### config.mk
export PLATFORM = sky130hd
export DESIGN_NAME = smc_sort_stage
export DESIGN_NICKNAME = d
export VERILOG_FILES = /design/src/rtl/smc_pkg.sv /design/src/rtl/smc_cmp_swap.sv /design/src/rtl/smc_sort_stage.sv
export SDC_FILE = /design/constraint.sdc
export NUM_CORES = 1
export LEC_CHECK = 0
export CORE_UTILIZATION = 35
export DETAILED_ROUTE_END_ITERATION = 12
export PLACE_DENSITY = 0.55
export SYNTH_ARGS = -nofsm -noshare
export SYNTH_HDL_FRONTEND = slang
export SYNTH_SLANG_ARGS = --single-unit
### constraint.sdc
create_clock -name clk -period 11.3 [get_ports clk]
set_input_delay 1.13 -clock clk [delete_from_list [all_inputs] [get_ports clk]]
set_output_delay 1.13 -clock clk [all_outputs]
set_load 0.03 [all_outputs]
### src/rtl/smc_pkg.sv
// Shared constants, state encoding and operand type for the SMC sort stage.
package smc_pkg;

  localparam int IN_W  = 4;
  localparam int OUT_W = IN_W + 1;
  localparam int N_OPS = 5;
  localparam int CNT_W = 3;

  // Index of the last operand slot, also the last sort phase.
  localparam logic [CNT_W-1:0] LAST_IDX = CNT_W'(N_OPS - 1);

  typedef enum logic [2:0] {
    IDLE   = 3'd0,
    LOAD   = 3'd1,
    SORT   = 3'd2,
    OFFSET = 3'd3,
    OUT    = 3'd4
  } state_t;

  // Conditioned operand: signed two's complement, one bit wider than the input.
  typedef logic signed [OUT_W-1:0] op_t;

  // Zero-extend a raw unsigned operand into the signed slot format.
  function automatic op_t zext(input logic [IN_W-1:0] v);
    return op_t'({{(OUT_W - IN_W){1'b0}}, v});
  endfunction

endpackage

### src/rtl/smc_cmp_swap.sv
// Compare-swap cell: orders one pair of operands for the transposition network.
// lo_first is the value for the lower slot index, hi_first for the higher one.
module smc_cmp_swap
  import smc_pkg::*;
(
  input  op_t  a,
  input  op_t  b,
  input  logic desc,
  output op_t  lo_first,
  output op_t  hi_first
);

  logic swap;

  // Swap only on strict inequality so equal values keep their order.
  always_comb begin
    swap     = desc ? (a < b) : (a > b);
    lo_first = swap ? b : a;
    hi_first = swap ? a : b;
  end

endmodule

### src/rtl/smc_sort_stage.sv
// Sequential front-end of the SMC datapath: collects five operands serially,
// sorts them with an odd-even transposition network (one phase per cycle),
// applies the optional mid-range offset and presents a one-cycle result.
//
// Handshake: in_valid qualifies in_data on each rising edge; a packet is
// exactly N_OPS consecutive valid cycles. There is no ready signal: the stage
// accepts input only while busy=0 and silently ignores in_valid while busy=1.
// out_valid is a single-cycle strobe with no back-pressure; eq_sel and out_n*
// are zero whenever out_valid is low.
module smc_sort_stage
  import smc_pkg::*;
(
  input  logic            clk,
  input  logic            rst,
  input  logic            in_valid,
  input  logic [2:0]      opt,
  input  logic [IN_W-1:0] in_data,
  output logic            busy,
  output logic            out_valid,
  output logic            eq_sel,
  output op_t             out_n0,
  output op_t             out_n1,
  output op_t             out_n2,
  output op_t             out_n3,
  output op_t             out_n4,
  output state_t          dbg_state
);

  state_t            state_q, state_d;
  logic [CNT_W-1:0]  count_q;
  logic [CNT_W-1:0]  phase_q;
  logic [2:0]        opt_q;
  op_t               slot_q [N_OPS];
  op_t               out_q  [N_OPS];
  logic              out_valid_q;
  logic              eq_sel_q;

  // Compare-swap cell ports, muxed by phase parity.
  op_t ca_a, ca_b, ca_lo, ca_hi;
  op_t cb_a, cb_b, cb_lo, cb_hi;
  op_t sort_d [N_OPS];

  // Offset datapath.
  logic [OUT_W:0]    sum;
  op_t               mid;
  op_t               cond_d [N_OPS];

  smc_cmp_swap u_cell_a (
    .a        (ca_a),
    .b        (ca_b),
    .desc     (opt_q[1]),
    .lo_first (ca_lo),
    .hi_first (ca_hi)
  );

  smc_cmp_swap u_cell_b (
    .a        (cb_a),
    .b        (cb_b),
    .desc     (opt_q[1]),
    .lo_first (cb_lo),
    .hi_first (cb_hi)
  );

  // State register.
  always_ff @(posedge clk or posedge rst) begin
    if (rst) state_q <= IDLE;
    else     state_q <= state_d;
  end

  // Next-state logic; a short packet in LOAD falls back to IDLE.
  always_comb begin
    state_d = state_q;
    unique case (state_q)
      IDLE:   if (in_valid) state_d = LOAD;
      LOAD: begin
        if (!in_valid)                 state_d = IDLE;
        else if (count_q == LAST_IDX)  state_d = SORT;
      end
      SORT:   if (phase_q == LAST_IDX) state_d = OFFSET;
      OFFSET: state_d = OUT;
      OUT:    state_d = IDLE;
      default: state_d = IDLE;
    endcase
  end

  // Route slot pairs to the two cells: even phases (0,1),(2,3); odd (1,2),(3,4).
  always_comb begin
    if (!phase_q[0]) begin
      ca_a = slot_q[0]; ca_b = slot_q[1];
      cb_a = slot_q[2]; cb_b = slot_q[3];
    end else begin
      ca_a = slot_q[1]; ca_b = slot_q[2];
      cb_a = slot_q[3]; cb_b = slot_q[4];
    end
  end

  // Reassemble the slot vector after one transposition phase.
  always_comb begin
    sort_d = slot_q;
    if (!phase_q[0]) begin
      sort_d[0] = ca_lo; sort_d[1] = ca_hi;
      sort_d[2] = cb_lo; sort_d[3] = cb_hi;
    end else begin
      sort_d[1] = ca_lo; sort_d[2] = ca_hi;
      sort_d[3] = cb_lo; sort_d[4] = cb_hi;
    end
  end

  // Mid-range offset: slots 0 and 4 hold the extremes after sorting, both
  // nonnegative, so the shift is an exact truncating halve (max 15).
  always_comb begin
    sum = {1'b0, slot_q[0]} + {1'b0, slot_q[N_OPS-1]};
    mid = op_t'(sum >> 1);
    for (int i = 0; i < N_OPS; i++) begin
      cond_d[i] = opt_q[0] ? (slot_q[i] - mid) : slot_q[i];
    end
  end

  // Operand capture, sort phases, offset and output registers.
  always_ff @(posedge clk or posedge rst) begin
    if (rst) begin
      count_q     <= '0;
      phase_q     <= '0;
      opt_q       <= '0;
      out_valid_q <= 1'b0;
      eq_sel_q    <= 1'b0;
      for (int i = 0; i < N_OPS; i++) begin
        slot_q[i] <= '0;
        out_q[i]  <= '0;
      end
    end else begin
      unique case (state_q)
        IDLE: begin
          if (in_valid) begin
            opt_q     <= opt;
            slot_q[0] <= zext(in_data);
            count_q   <= CNT_W'(1);
          end
        end
        LOAD: begin
          if (in_valid) begin
            slot_q[count_q] <= zext(in_data);
            count_q         <= count_q + CNT_W'(1);
            phase_q         <= '0;
          end else begin
            count_q <= '0;
          end
        end
        SORT: begin
          slot_q  <= sort_d;
          phase_q <= phase_q + CNT_W'(1);
        end
        OFFSET: begin
          slot_q      <= cond_d;
          out_q       <= cond_d;
          out_valid_q <= 1'b1;
          eq_sel_q    <= opt_q[2];
        end
        OUT: begin
          count_q     <= '0;
          out_valid_q <= 1'b0;
          eq_sel_q    <= 1'b0;
          for (int i = 0; i < N_OPS; i++) out_q[i] <= '0;
        end
        default: begin
          count_q <= '0;
        end
      endcase
    end
  end

  assign busy      = (state_q == SORT) || (state_q == OFFSET) || (state_q == OUT);
  assign out_valid = out_valid_q;
  assign eq_sel    = eq_sel_q;
  assign out_n0    = out_q[0];
  assign out_n1    = out_q[1];
  assign out_n2    = out_q[2];
  assign out_n3    = out_q[3];
  assign out_n4    = out_q[4];
  assign dbg_state = state_q;

endmodule

==> summary.md <==
| Metric | Value |
|---|---|
| Clock root buffer | `clkbuf_16` |
| Layout Nets | `approximately 700` |
| Yosys Warn Count | `0` |
| Vias | `4,679` |
| Max VDD drop | `0.000133 V` |
| IO Pins | `41` |
| Run status | `complete, no violations` |
| RSZ-0062 raised after global routing | `false` |
| Starting Density | `36.2%` |
| Total core area | `0.0140 mm²` |
| Clk sinks | `64` |
| CTS Buf Count | `9` |
| Hold-fix buffers, CTS | `0` |
| HP Class | `reg2reg` |
| Min-Delay Path Depth | `2` |
| CP Class | `reg2reg` |
| Pwr Density | `311 mW/mm²` |
| Die X | `123 µm` |
| First-pass GRT wire length | `around 26,000 µm` |
| Post-detailed-routing wire length | `16,500 µm` |
| Fin crit period | `between 3000 and 4000 ps` |
| Initial antenna violation count | `0` |
| Sequential area share after synthesis | `31.5%` |
| Clk Latency, worst-skew pair | `~350 ps` |
| CTS resizes | `0` |
| Ys flop type | `dfrtp_1` |
| Setup TNS | `0 ps` |
| Worst-Margin Slew | `between 1000 and 1500 ps` |
| Post-Syn Area per Cell | `just over 8 µm²` |
| Worst endpoint data arrival time | `3820 ps` |
| Area Overhead vs Synth | `18.0%` |
| DRT Pass-1 Iters | `5` |
| Slew Viols, Final | `0` |
| EDFF count, synth | `0` |
| Ratio of final minimum period to clock period | `31.8%` |
| Lkg Pwr | `2.63 nW` |
| #FFs+latches synth | `64` |
| Final setup vio count | `0` |
| Share of cells above drive strength 1 | `7.20%` |
| Critical Path Start Type | `flip-flop` |
| DRC viols | `0` |
| Final hold violations | `0` |
| H-tree depth | `3` |
| Die ar. | `~0.015 mm²` |
| Placer Congestion | `0.891` |
| Die Y | `roughly 120 µm` |
| Mapped Area | `0.00509 mm²` |
| Mapped Cells | `616` |
| Clock tree from TritonCTS | `done` |
| Vias in the first global route | `4,598` |
| Syn Nets | `661` |
| CTS clock-pin slew for the worst setup and hold paths | `60 ps` |
| Type of destination of the critical path | `flip-flop` |
| DRT antenna net count | `0` |
| Async SR Flop Fraction | `between 90% and 100%` |
| Critical Path RT | `11,520 ps` |
| Number of DRC markers in iteration 0 | `between 300 and 400` |
| Vias per cell | `~5.6` |
| Skew final | `6.61 ps` |
| CTS Buffer Depth | `2` |
| Setup bufs post-CTS | `0` |
| Max Cap Viol | `0` |
| # diodes | `0` |
| Synth cell types | `62` |
| Residual overflow from global routing | `0` |
| GRT Total Usage | `between 20% and 30%` |
| Slew margin rel. | `around 29%` |
| Achievable frequency | `278 MHz` |
| Sum of net half-perimeters after detailed placement | `12,300 µm` |
| Port buffer count | `40` |
| Largest net degree at the start of global routing | `65` |
| Worst Reg-to-Reg Cells | `13` |
| Final Hold Slack | `472 ps` |
| Cell row count | `43` |
| WL per Instance | `19.9 µm` |
| Critical path peak fanout | `34` |
-- metrics by stage --
stage               utilization [%]  instances  total power [mW]  instance area [µm²]  worst slack (ps)
floorplan                         -        616              1.22                 5090              7480
global placement               40.5        817              1.54                 5680              7780
detailed placement             40.5        817              1.55                 5680              7760
CTS                            42.8        833              1.87                 6010              7740
global route                   42.8        833              2.01                 6010              7420
finish                         42.8        833              1.87                 6010              7700
-- report_power, final --
part / switching [mW] / leakage, nW / internal [mW]
logic: 0.670 / 1.66 / 0.495
registers: 0.0979 / 0.819 / 0.298
clock network: 0.109 / 0.152 / 0.199
-- Yosys cell counts (11+ instances only) --
library cell | n | area, µm²
o21ai_0 | 50 | 250
xnor2_1 | 20 | 175
clkbuf_1 | 24 | 90.1
a21oi_1 | 45 | 225
a21o_1 | 11 | 82.6
inv_1 | 39 | 146
nor2_1 | 44 | 165
mux2i_1 | 31 | 310
dfrtp_1 | 64 | 1600
ha_1 | 29 | 363
nand2_1 | 90 | 338
-- area by class of cell --
cell class	instances	area, µm²
timing repair buffer	51	483
fill	1399	8040
tap	180	225
clock inverter	5	80.1
inverter	42	158
sequential	64	1600
multi-input combinational	480	3220
clock buffer	11	243
-- critical path: stages (launching register included) --
cell and delay, ps:
dfrtp_1 370, buf_4 260, o21ai_0 450, inv_1 120
ha_1 310, nor2b_1 140, o21ai_0 90, a22oi_1 200
mux2i_2 510, buf_4 320, mux2i_1 320, o221ai_1 170
o211ai_1 100, o21ai_0 100
-- path summary, 6_finish.rpt --
check | end | from | slack (ps)
setup / recovery | flip-flop | phase_q[0]$_DFFE_PP0P_ | 7700
hold / removal | out_n1[2]$_DFFE_PP0P_ | out_n1[2]$_DFFE_PP0P_ | 470
setup reg to reg | flip-flop | phase_q[0]$_DFFE_PP0P_ | 7700
hold reg to reg | out_n1[2]$_DFFE_PP0P_ | out_n1[2]$_DFFE_PP0P_ | 470
max in group asynchronous | slot_q[22]$_DFFE_PP0P_ | rst | 9320
min in group asynchronous | slot_q[9]$_DFFE_PP0P_ | rst | 1350
-- layer usage --
layer	part of all wire, %	global-route usage [%]	routed length, µm	up-vias
met5	0	0	0	-
met3	4.9	4.65	804	17
met4	1.9	7.62	313	0
met1	46	31.1	7610	2264
met2	47	38.3	7820	142
li1	-	-	-	2256
-- logic make-up (layout without fill, tap and decap cells) --
logic type               count (synthesis)  after routing  share of synthesized area, %
flip-flops                              64             64                          31.5
adder cells (fa/ha/maj)                 44             44                          11.3
AO/OA/AOI/OAI                          182            182                          22.5
XOR/XNOR                                25             25                          4.45
AND/OR/NAND/NOR                        190            190                          16.8
buffers and inverters                   72            109                          5.48
multiplexers                            39             39                          7.99
-- cells in the final DEF, fill, tap and decap left out, drive strengths merged, types with 3 or more instances in the layout --
| cell | n |
|---|---|
| nand2 | 90 |
| dfrtp | 64 |
| o21ai | 54 |
| a21oi | 47 |
| nor2 | 44 |
| clkdlybuf4s50 | 40 |
| inv | 40 |
| mux2i | 32 |
| ha | 29 |
| xnor2 | 21 |
| a21o | 11 |
| buf | 11 |
| nand3 | 11 |
| clkbuf | 11 |
| nor2b | 10 |
| o22ai | 10 |
| o211ai | 9 |
| maj3 | 9 |
| a22o | 8 |
| nor3 | 7 |
| mux2 | 7 |
| nand2b | 6 |
| fa | 6 |
| a31oi | 5 |
| o221ai | 5 |
| a21boi | 5 |
| and3 | 5 |
| nand4 | 5 |
| o31ai | 4 |
| xor2 | 4 |
| or3 | 4 |
| a221oi | 4 |
| a211o | 3 |
| or2 | 3 |
| clkinv | 3 |
(Power assumes the default switching activity.)
